File: config.mk
export PLATFORM = sky130hd
export DESIGN_NAME = ib_tag_arbiter_flat
export DESIGN_NICKNAME = d
export VERILOG_FILES = /design/src/rtl/ib_tag_arbiter_pkg.sv /design/src/rtl/ib_tag_arbiter_if.sv /design/src/rtl/ib_tag_pool.sv /design/src/rtl/ib_tag_arbiter.sv /design/src/flat_wrapper.sv
export SDC_FILE = /design/constraint.sdc
export NUM_CORES = 1
export LEC_CHECK = 0
export CAP_MARGIN = 20
export CORE_ASPECT_RATIO = 1.4
export CORE_MARGIN = 2
export CORE_UTILIZATION = 59
export DETAILED_ROUTE_END_ITERATION = 8
export PLACE_DENSITY = 0.82
export SETUP_SLACK_MARGIN = 0.1
export SYNTH_ARGS = -nofsm -noshare
export SYNTH_HDL_FRONTEND = slang
export SYNTH_SLANG_ARGS = --single-unit
File: constraint.sdc
create_clock -name clk -period 6 [get_ports clk]
set_clock_uncertainty 0.1 [all_clocks]
set_input_delay 0.9 -clock clk [delete_from_list [all_inputs] [get_ports clk]]
set_output_delay 0.9 -clock clk [all_outputs]
set_load 0.02 [all_outputs]
File: src/rtl/ib_tag_arbiter_pkg.sv
// Shared constants, helpers and types for the internal-bus tag arbiter.
package ib_tag_arbiter_pkg;

   localparam int DEF_PORTS         = 4;
   localparam int DEF_USR_TAG_WIDTH = 8;
   localparam int DEF_EP_TAG_WIDTH  = 5;

   // Ceiling log2 with a floor of one bit so a 2-port arbiter still has a port field.
   function automatic int log2(input int n);
      int w;
      w = 1;
      for (int i = 1; i < 31; i++) begin
         if ((1 << i) < n) begin
            w = i + 1;
         end
      end
      return w;
   endfunction

   localparam int DEF_PORT_W = log2(DEF_PORTS);

   // Table entry layout for the default configuration: owning port and original user tag.
   typedef struct packed {
      logic [DEF_PORT_W-1:0]        port;
      logic [DEF_USR_TAG_WIDTH-1:0] usr_tag;
   } tag_entry_t;

endpackage

File: src/rtl/ib_tag_arbiter_if.sv
// Request/grant and completion signals between the user ports and the tag arbiter.
interface ib_tag_arbiter_if
   import ib_tag_arbiter_pkg::*;
#(
   parameter int PORTS         = DEF_PORTS,
   parameter int USR_TAG_WIDTH = DEF_USR_TAG_WIDTH,
   parameter int EP_TAG_WIDTH  = DEF_EP_TAG_WIDTH
);

   localparam int PORT_W = log2(PORTS);

   logic [PORTS-1:0]               req;
   logic [PORTS*USR_TAG_WIDTH-1:0] req_usr_tag;
   logic [PORTS-1:0]               gnt;
   logic [EP_TAG_WIDTH-1:0]        gnt_ep_tag;

   logic                           cpl_vld;
   logic [EP_TAG_WIDTH-1:0]        cpl_ep_tag;
   logic                           cpl_last;
   logic                           cpl_out_vld;
   logic [PORT_W-1:0]              cpl_port;
   logic [USR_TAG_WIDTH-1:0]       cpl_usr_tag;
   logic                           cpl_err;

   logic [EP_TAG_WIDTH:0]          free_cnt;

   modport master (
      output req, req_usr_tag, cpl_vld, cpl_ep_tag, cpl_last,
      input  gnt, gnt_ep_tag, cpl_out_vld, cpl_port, cpl_usr_tag, cpl_err, free_cnt
   );

   modport slave (
      input  req, req_usr_tag, cpl_vld, cpl_ep_tag, cpl_last,
      output gnt, gnt_ep_tag, cpl_out_vld, cpl_port, cpl_usr_tag, cpl_err, free_cnt
   );

endinterface

File: src/rtl/ib_tag_pool.sv
// Free-tag bitmap with lowest-index allocation and a registered free counter.
module ib_tag_pool
   import ib_tag_arbiter_pkg::*;
#(
   parameter int EP_TAG_WIDTH = DEF_EP_TAG_WIDTH
) (
   input  logic                    clk,
   input  logic                    rst_n,
   input  logic                    alloc_en,
   input  logic                    release_en,
   input  logic [EP_TAG_WIDTH-1:0] release_tag,
   output logic [EP_TAG_WIDTH-1:0] alloc_tag,
   output logic                    avail,
   output logic                    release_tag_busy,
   output logic [EP_TAG_WIDTH:0]   free_cnt
);

   localparam int TAGS = 2 ** EP_TAG_WIDTH;
   localparam logic [EP_TAG_WIDTH:0] TAGS_CNT = (EP_TAG_WIDTH + 1)'(TAGS);

   logic [TAGS-1:0]       free_q, free_d;
   logic [EP_TAG_WIDTH:0] cnt_q, cnt_d;

   // Lowest free index wins; scanning downward lets the lowest hit overwrite the others.
   always_comb begin
      alloc_tag = '0;
      avail     = 1'b0;
      for (int i = TAGS - 1; i >= 0; i--) begin
         if (free_q[i]) begin
            alloc_tag = EP_TAG_WIDTH'(i);
            avail     = 1'b1;
         end
      end
   end

   assign release_tag_busy = ~free_q[release_tag];
   assign free_cnt         = cnt_q;

   // Apply allocate/release to the bitmap; the caller never releases the tag it is allocating.
   always_comb begin
      free_d = free_q;
      cnt_d  = cnt_q;
      if (alloc_en) begin
         free_d[alloc_tag] = 1'b0;
      end
      if (release_en) begin
         free_d[release_tag] = 1'b1;
      end
      case ({alloc_en, release_en})
         2'b10:   cnt_d = cnt_q - 1'b1;
         2'b01:   cnt_d = cnt_q + 1'b1;
         default: cnt_d = cnt_q;
      endcase
   end

   // Pool state register; reset returns every tag to the pool.
   always_ff @(posedge clk or negedge rst_n) begin
      if (!rst_n) begin
         free_q <= '1;
         cnt_q  <= TAGS_CNT;
      end else begin
         free_q <= free_d;
         cnt_q  <= cnt_d;
      end
   end

endmodule

File: src/rtl/ib_tag_arbiter.sv
// Round-robin tag arbiter: hands out EP tags to user ports and translates completions back.
module ib_tag_arbiter
   import ib_tag_arbiter_pkg::*;
#(
   parameter int PORTS         = DEF_PORTS,
   parameter int USR_TAG_WIDTH = DEF_USR_TAG_WIDTH,
   parameter int EP_TAG_WIDTH  = DEF_EP_TAG_WIDTH
) (
   input  logic              clk,
   input  logic              rst_n,
   ib_tag_arbiter_if.slave   bus
);

   localparam int PORT_W = log2(PORTS);
   localparam int TAGS   = 2 ** EP_TAG_WIDTH;

   // Same layout as the package tag_entry_t, sized for this instance's parameters.
   typedef struct packed {
      logic [PORT_W-1:0]        port;
      logic [USR_TAG_WIDTH-1:0] usr_tag;
   } entry_t;

   logic [PORT_W-1:0]        rr_q, rr_d;
   logic [PORTS-1:0]         gnt;
   logic [PORT_W-1:0]        gnt_port;
   logic [USR_TAG_WIDTH-1:0] gnt_usr_tag;
   logic                     handshake;
   int                       best_dist;
   int                       cand_dist;

   logic [EP_TAG_WIDTH-1:0]  alloc_tag;
   logic                     avail;
   logic                     cpl_busy;
   logic                     release_en;
   logic [EP_TAG_WIDTH:0]    free_cnt;

   entry_t                   table_q [TAGS];
   entry_t                   wr_entry;
   entry_t                   cpl_entry;

   logic                     cpl_out_vld_q, cpl_out_vld_d;
   logic                     cpl_err_q, cpl_err_d;
   logic [PORT_W-1:0]        cpl_port_q, cpl_port_d;
   logic [USR_TAG_WIDTH-1:0] cpl_usr_tag_q, cpl_usr_tag_d;

   // Pick the requesting port closest to the RR pointer; nothing is granted while the pool is empty or in reset.
   always_comb begin
      gnt         = '0;
      gnt_port    = '0;
      gnt_usr_tag = '0;
      best_dist   = PORTS;
      cand_dist   = 0;
      if (avail && rst_n) begin
         for (int p = 0; p < PORTS; p++) begin
            cand_dist = (p + PORTS - int'(rr_q)) % PORTS;
            if (bus.req[p] && (cand_dist < best_dist)) begin
               best_dist   = cand_dist;
               gnt         = '0;
               gnt[p]      = 1'b1;
               gnt_port    = PORT_W'(p);
               gnt_usr_tag = bus.req_usr_tag[p*USR_TAG_WIDTH +: USR_TAG_WIDTH];
            end
         end
      end
   end

   assign handshake      = |gnt;
   assign wr_entry.port    = gnt_port;
   assign wr_entry.usr_tag = gnt_usr_tag;

   // Advance the RR pointer past the granted port, wrapping at the last port.
   always_comb begin
      rr_d = rr_q;
      if (handshake) begin
         if (int'(gnt_port) == PORTS - 1) begin
            rr_d = '0;
         end else begin
            rr_d = gnt_port + PORT_W'(1);
         end
      end
   end

   // RR pointer register.
   always_ff @(posedge clk or negedge rst_n) begin
      if (!rst_n) begin
         rr_q <= '0;
      end else begin
         rr_q <= rr_d;
      end
   end

   // Ownership table; contents only matter once the matching pool bit says the tag is busy.
   always_ff @(posedge clk) begin
      if (handshake) begin
         table_q[alloc_tag] <= wr_entry;
      end
   end

   assign cpl_entry  = table_q[bus.cpl_ep_tag];
   assign release_en = bus.cpl_vld & bus.cpl_last & cpl_busy;

   // Translate a completion beat, or flag it when the tag is not currently allocated.
   always_comb begin
      cpl_out_vld_d = bus.cpl_vld & cpl_busy;
      cpl_err_d     = bus.cpl_vld & ~cpl_busy;
      cpl_port_d    = cpl_port_q;
      cpl_usr_tag_d = cpl_usr_tag_q;
      if (cpl_out_vld_d) begin
         cpl_port_d    = cpl_entry.port;
         cpl_usr_tag_d = cpl_entry.usr_tag;
      end
   end

   // Completion output registers, giving a fixed one-cycle translation latency.
   always_ff @(posedge clk or negedge rst_n) begin
      if (!rst_n) begin
         cpl_out_vld_q <= 1'b0;
         cpl_err_q     <= 1'b0;
         cpl_port_q    <= '0;
         cpl_usr_tag_q <= '0;
      end else begin
         cpl_out_vld_q <= cpl_out_vld_d;
         cpl_err_q     <= cpl_err_d;
         cpl_port_q    <= cpl_port_d;
         cpl_usr_tag_q <= cpl_usr_tag_d;
      end
   end

   ib_tag_pool #(
      .EP_TAG_WIDTH (EP_TAG_WIDTH)
   ) u_pool (
      .clk              (clk),
      .rst_n            (rst_n),
      .alloc_en         (handshake),
      .release_en       (release_en),
      .release_tag      (bus.cpl_ep_tag),
      .alloc_tag        (alloc_tag),
      .avail            (avail),
      .release_tag_busy (cpl_busy),
      .free_cnt         (free_cnt)
   );

   assign bus.gnt         = gnt;
   assign bus.gnt_ep_tag  = alloc_tag;
   assign bus.cpl_out_vld = cpl_out_vld_q;
   assign bus.cpl_err     = cpl_err_q;
   assign bus.cpl_port    = cpl_port_q;
   assign bus.cpl_usr_tag = cpl_usr_tag_q;
   assign bus.free_cnt    = free_cnt;

endmodule

File: src/flat_wrapper.sv
// flat-port wrapper written by rule: the top's interface ports become plain ports
module ib_tag_arbiter_flat import ib_tag_arbiter_pkg::*;
#(
   parameter int PORTS         = DEF_PORTS,
   parameter int USR_TAG_WIDTH = DEF_USR_TAG_WIDTH,
   parameter int EP_TAG_WIDTH  = DEF_EP_TAG_WIDTH
)
  (clk, rst_n, bus_req, bus_req_usr_tag, bus_cpl_vld, bus_cpl_ep_tag, bus_cpl_last, bus_gnt, bus_gnt_ep_tag, bus_cpl_out_vld, bus_cpl_port, bus_cpl_usr_tag, bus_cpl_err, bus_free_cnt);
  ib_tag_arbiter_if #(.PORTS(PORTS), .USR_TAG_WIDTH(USR_TAG_WIDTH), .EP_TAG_WIDTH(EP_TAG_WIDTH)) bus_i ();
  input  logic clk;
  input  logic rst_n;
  input wire logic [$bits(bus_i.req)-1:0] bus_req;
  input wire logic [$bits(bus_i.req_usr_tag)-1:0] bus_req_usr_tag;
  input wire logic [$bits(bus_i.cpl_vld)-1:0] bus_cpl_vld;
  input wire logic [$bits(bus_i.cpl_ep_tag)-1:0] bus_cpl_ep_tag;
  input wire logic [$bits(bus_i.cpl_last)-1:0] bus_cpl_last;
  output wire logic [$bits(bus_i.gnt)-1:0] bus_gnt;
  output wire logic [$bits(bus_i.gnt_ep_tag)-1:0] bus_gnt_ep_tag;
  output wire logic [$bits(bus_i.cpl_out_vld)-1:0] bus_cpl_out_vld;
  output wire logic [$bits(bus_i.cpl_port)-1:0] bus_cpl_port;
  output wire logic [$bits(bus_i.cpl_usr_tag)-1:0] bus_cpl_usr_tag;
  output wire logic [$bits(bus_i.cpl_err)-1:0] bus_cpl_err;
  output wire logic [$bits(bus_i.free_cnt)-1:0] bus_free_cnt;
  assign bus_i.req = bus_req;
  assign bus_i.req_usr_tag = bus_req_usr_tag;
  assign bus_i.cpl_vld = bus_cpl_vld;
  assign bus_i.cpl_ep_tag = bus_cpl_ep_tag;
  assign bus_i.cpl_last = bus_cpl_last;
  assign bus_gnt = bus_i.gnt;
  assign bus_gnt_ep_tag = bus_i.gnt_ep_tag;
  assign bus_cpl_out_vld = bus_i.cpl_out_vld;
  assign bus_cpl_port = bus_i.cpl_port;
  assign bus_cpl_usr_tag = bus_i.cpl_usr_tag;
  assign bus_cpl_err = bus_i.cpl_err;
  assign bus_free_cnt = bus_i.free_cnt;
  ib_tag_arbiter #(.PORTS(PORTS), .USR_TAG_WIDTH(USR_TAG_WIDTH), .EP_TAG_WIDTH(EP_TAG_WIDTH)) u_core (.clk(clk), .rst_n(rst_n), .bus(bus_i));
endmodule
==> impl_metrics.py <==
metrics = {
    "run_status": {
        "status": "finished clean",
    },
    "global_routing": {
        "antenna_found_initial": 0,
        "grt_pass1_wl_microns": 59900,
        "grt_usage_pct": 29.5,
        "grt_pass1_vias": 9564,
        "grt.overflow.total": 0,
        "grt_max_degree": 45,
    },
    "sta": {
        "hold_violations": 0,
        "relSlewSlack_pct": 17.9,
        "tightest_slew_ns": 1.22,
        "period_needed_ns": 5.37,
        "fin_ws_ns": 0.628,
        "finalSetupViolations": 0,
        "rsz0062_at_grt": "false",
        "fin_crit_sh_pct": 89.5,
        "max_freq_ghz": 0.186,
        "setup_tns_ns": 0,
        "drv_slew": 0,
    },
    "worst_setup_path": {
        "cp_max_fo": 14,
        "endpoint_kind": "primary output",
        "cp_common_cell": "nor2_1",
        "required_ns": 5.00,
        "worst_ep_arrival_time_ns": 4.37,
        "worstSetupPathType": "in2out",
        "startpoint_type": "input pin",
        "critPathSlowestCell": "clkdlybuf4s50_1",
        "crit_buf_inv": 3,
        "path_cells": "clkdlybuf4s50_1, nor2_1, o21a_1, a31oi_1, ha_1, o21a_1, nor2_1, o21ai_1, buf_4, nand2_1, o21ai_0, ha_1, nor2b_1, o21ai_0, o311ai_2, nor2_1, clkdlybuf4s50_1",
        "cp_top_family": "buffers and inverters",
        "max_stage_delay_ns": 0.63,
    },
    "floorplanning": {
        "dieWidth_microns": 142,
        "die-area_sq_um": 28100,
        "rows": 70,
        "die_y_microns": 198,
        "start_util_pct": 60.2,
        "core_sq_um": 26300,
        "io_pins": 72,
    },
    "synthesis": {
        "synth_ff_type": "edfxtp_1",
        "synthMuxAreaShare_pct": 14.6,
        "synth_edf_count": 320,
        "synth-simple-area-share_pct": 6.22,
        "synth_fp_nets": 985,
        "synth_compound_area_share_pct": 6.77,
        "syn_inst": 931,
        "syn_area_per_cell_sq_um": 17.0,
        "synth_area_leaders": "edfxtp_1 (61%), mux4_2 (11%), dfstp_2 (5.5%), dfrtp_1 (3.0%), a22oi_1 (1.9%)",
        "synth_top_cell_by_area": "edfxtp_1",
        "yosysSeqAreaShare_pct": 69.2,
        "synth_top_area_share_pct": 60.8,
        "synth_top_family_by_area": "multiplexers",
        "yosysUniqueCellTypes": 66,
        "syn_area_sq_um": 15800,
        "ys_warn_count": 0,
        "synth_xor_area_share_pct": 0.277,
        "async_flop_share_pct": 14.0,
        "ys_ff_latch": 372,
        "synthAdderAreaFrac_pct": 0.759,
    },
    "cells_and_area": {
        "nets": 1070,
        "final_common_cell": "edfxtp_1",
        "drive_above_1_share_pct": 22.5,
        "finish.utilization_pct": 68.8,
        "instances_no_fill": 1364,
        "area_growth_pct": 14.4,
        "final_area_sq_um": 18100,
        "final_cell_mix": "edfxtp_1 (320), mux4_2 (80), clkdlybuf4s50_1 (68)",
        "n_antenna_cell": 0,
    },
    "placed_design": {
        "dpl_worst_slack_ns": 0.643,
        "dp_hpwl_microns": 25400,
        "place_area_sq_um": 16900,
        "routabilityCongestion": 0.960,
        "io_buffers": 71,
        "dp.cells": 1301,
    },
    "clocking": {
        "cts_tree": "done",
        "ctsResizeCount": 0,
        "clock_sinks": 372,
        "ctsHoldBuffers": 0,
        "post_cts_buffers": 0,
        "cts_made_buffers": 34,
        "htreeDepth": 2,
        "cts_root_buf": "clkbuf_16",
        "clock_path_buffers": 3,
        "path_clk_slew_ns": 0.07,
        "clkLatencyLatePin_ns": 0.54,
    },
    "power_and_ir_drop": {
        "vdd_drop_max_mv": 0.212,
        "p_leak_nw": 6.22,
        "powerDensity_nw_per_um2": 402,
    },
    "job": {
        "drv_cap": 0,
    },
    "routing": {
        "ant_nets": 0,
        "wl_microns": 40200,
        "drtIter0Drc": 1092,
        "vias": 9435,
        "viasPerCell": 6.92,
        "wire_per_inst_microns": 29.5,
        "drt-pass1-iter-count": 5,
        "drc": 0,
    },
    "worst_hold_path": {
        "hold_path.class": "in2async",
    },
}
==> sequential cells by signal, summed over array words and instances, names as in the netlist <==
register and cells:
u_core.bus.cpl_err 1, u_core.bus.cpl_out_vld 1, u_core.bus.cpl_port 2, u_core.bus.cpl_usr_tag 8, u_core.rr_q 2, u_core.table_q 320
u_core.u_pool.free_cnt 6, u_core.u_pool.free_q 32
==> cells in the mapped netlist, types with 3 or more instances <==
library cell,number
o2bb2ai_1,4
nand2b_1,7
or3_1,8
inv_1,32
o21a_1,5
nor3_1,4
buf_6,3
buf_2,12
a22oi_1,40
o221ai_1,9
nor3b_1,4
nand2_1,36
mux4_2,80
edfxtp_1,320
nand3b_1,4
xnor2_1,3
o211ai_1,4
o22ai_1,8
or4_1,5
dfstp_2,33
dfrtp_1,19
buf_1,3
ha_1,8
a21oi_1,10
o21ai_0,20
a31oi_1,3
nand3_1,9
nor2_1,68
a22o_1,16
mux2_2,12
o21ai_1,5
nor4_1,10
mux2i_1,25
a211oi_1,4
clkbuf_1,30
nor2b_1,4
mux2_4,8
or3b_2,3
o31ai_1,4
nand4_1,15
==> final cells by class <==
cell class	count	area (sq um)
fillers	1604	8190
well taps	324	405
inverters	32	120
clock buffers	40	873
multi-input cells	479	4570
flip-flops and latches	372	11000
repair buffers	97	907
clock inverters	20	267
==> routing by layer <==
layer  global-route usage (%)  share of wire (%)  wire length, microns
met5                        0                  0                     0
met4                     14.3                5.3                  2140
met3                     5.76                8.6                  3440
met2                     49.8                 52                 20700
met1                     36.9                 35                 13900
==> worst paths after layout <==
check,start,endpoint,slack [ns],depth (start not counted)
max in group asynchronous,rst_n,u_core.u_pool.free_cnt[5],4.62,2
worst min register to register,u_core.u_pool.free_q[31],u_core.u_pool.free_q[31],0.42,1
worst min-delay path,rst_n,u_core.bus.cpl_port[1],0.30,1
worst max-delay path,bus_req[1],bus_gnt[3],0.63,17
worst max register to register,u_core.u_pool.free_q[6],u_core.u_pool.free_cnt[5],1.71,14
min in group clk,u_core.u_pool.free_q[31],u_core.u_pool.free_q[31],0.42,1
==> where the power goes <==
group          switching [mW]  internal, mW
clock                   0.935          1.31
combinational            1.02         0.587
sequential              0.162          3.26
total                    2.12          5.15
==> logic make-up after synthesis <==
| family | Yosys count |
|---|---|
| DFF | 372 |
| and+or+nand+nor | 191 |
| AOI/OAI and AO/OA | 149 |
| muxes | 125 |
| buffers and inverters | 80 |
| adders and majority gates | 9 |
| xor gates and xnor gates | 5 |
==> metrics by stage <==
| step | power, mW | hold slack (ns) |
|---|---|---|
| detailed placement | 5.03 | 0.407 |
| floorplan | 4.35 | 0.374 |
| finish | 7.27 | 0.296 |
| global route | 7.50 | 0.328 |
| CTS | 7.26 | 0.289 |
| global placement | 4.99 | 0.400 |
Note: power is estimated with default switching activity, not from simulation.
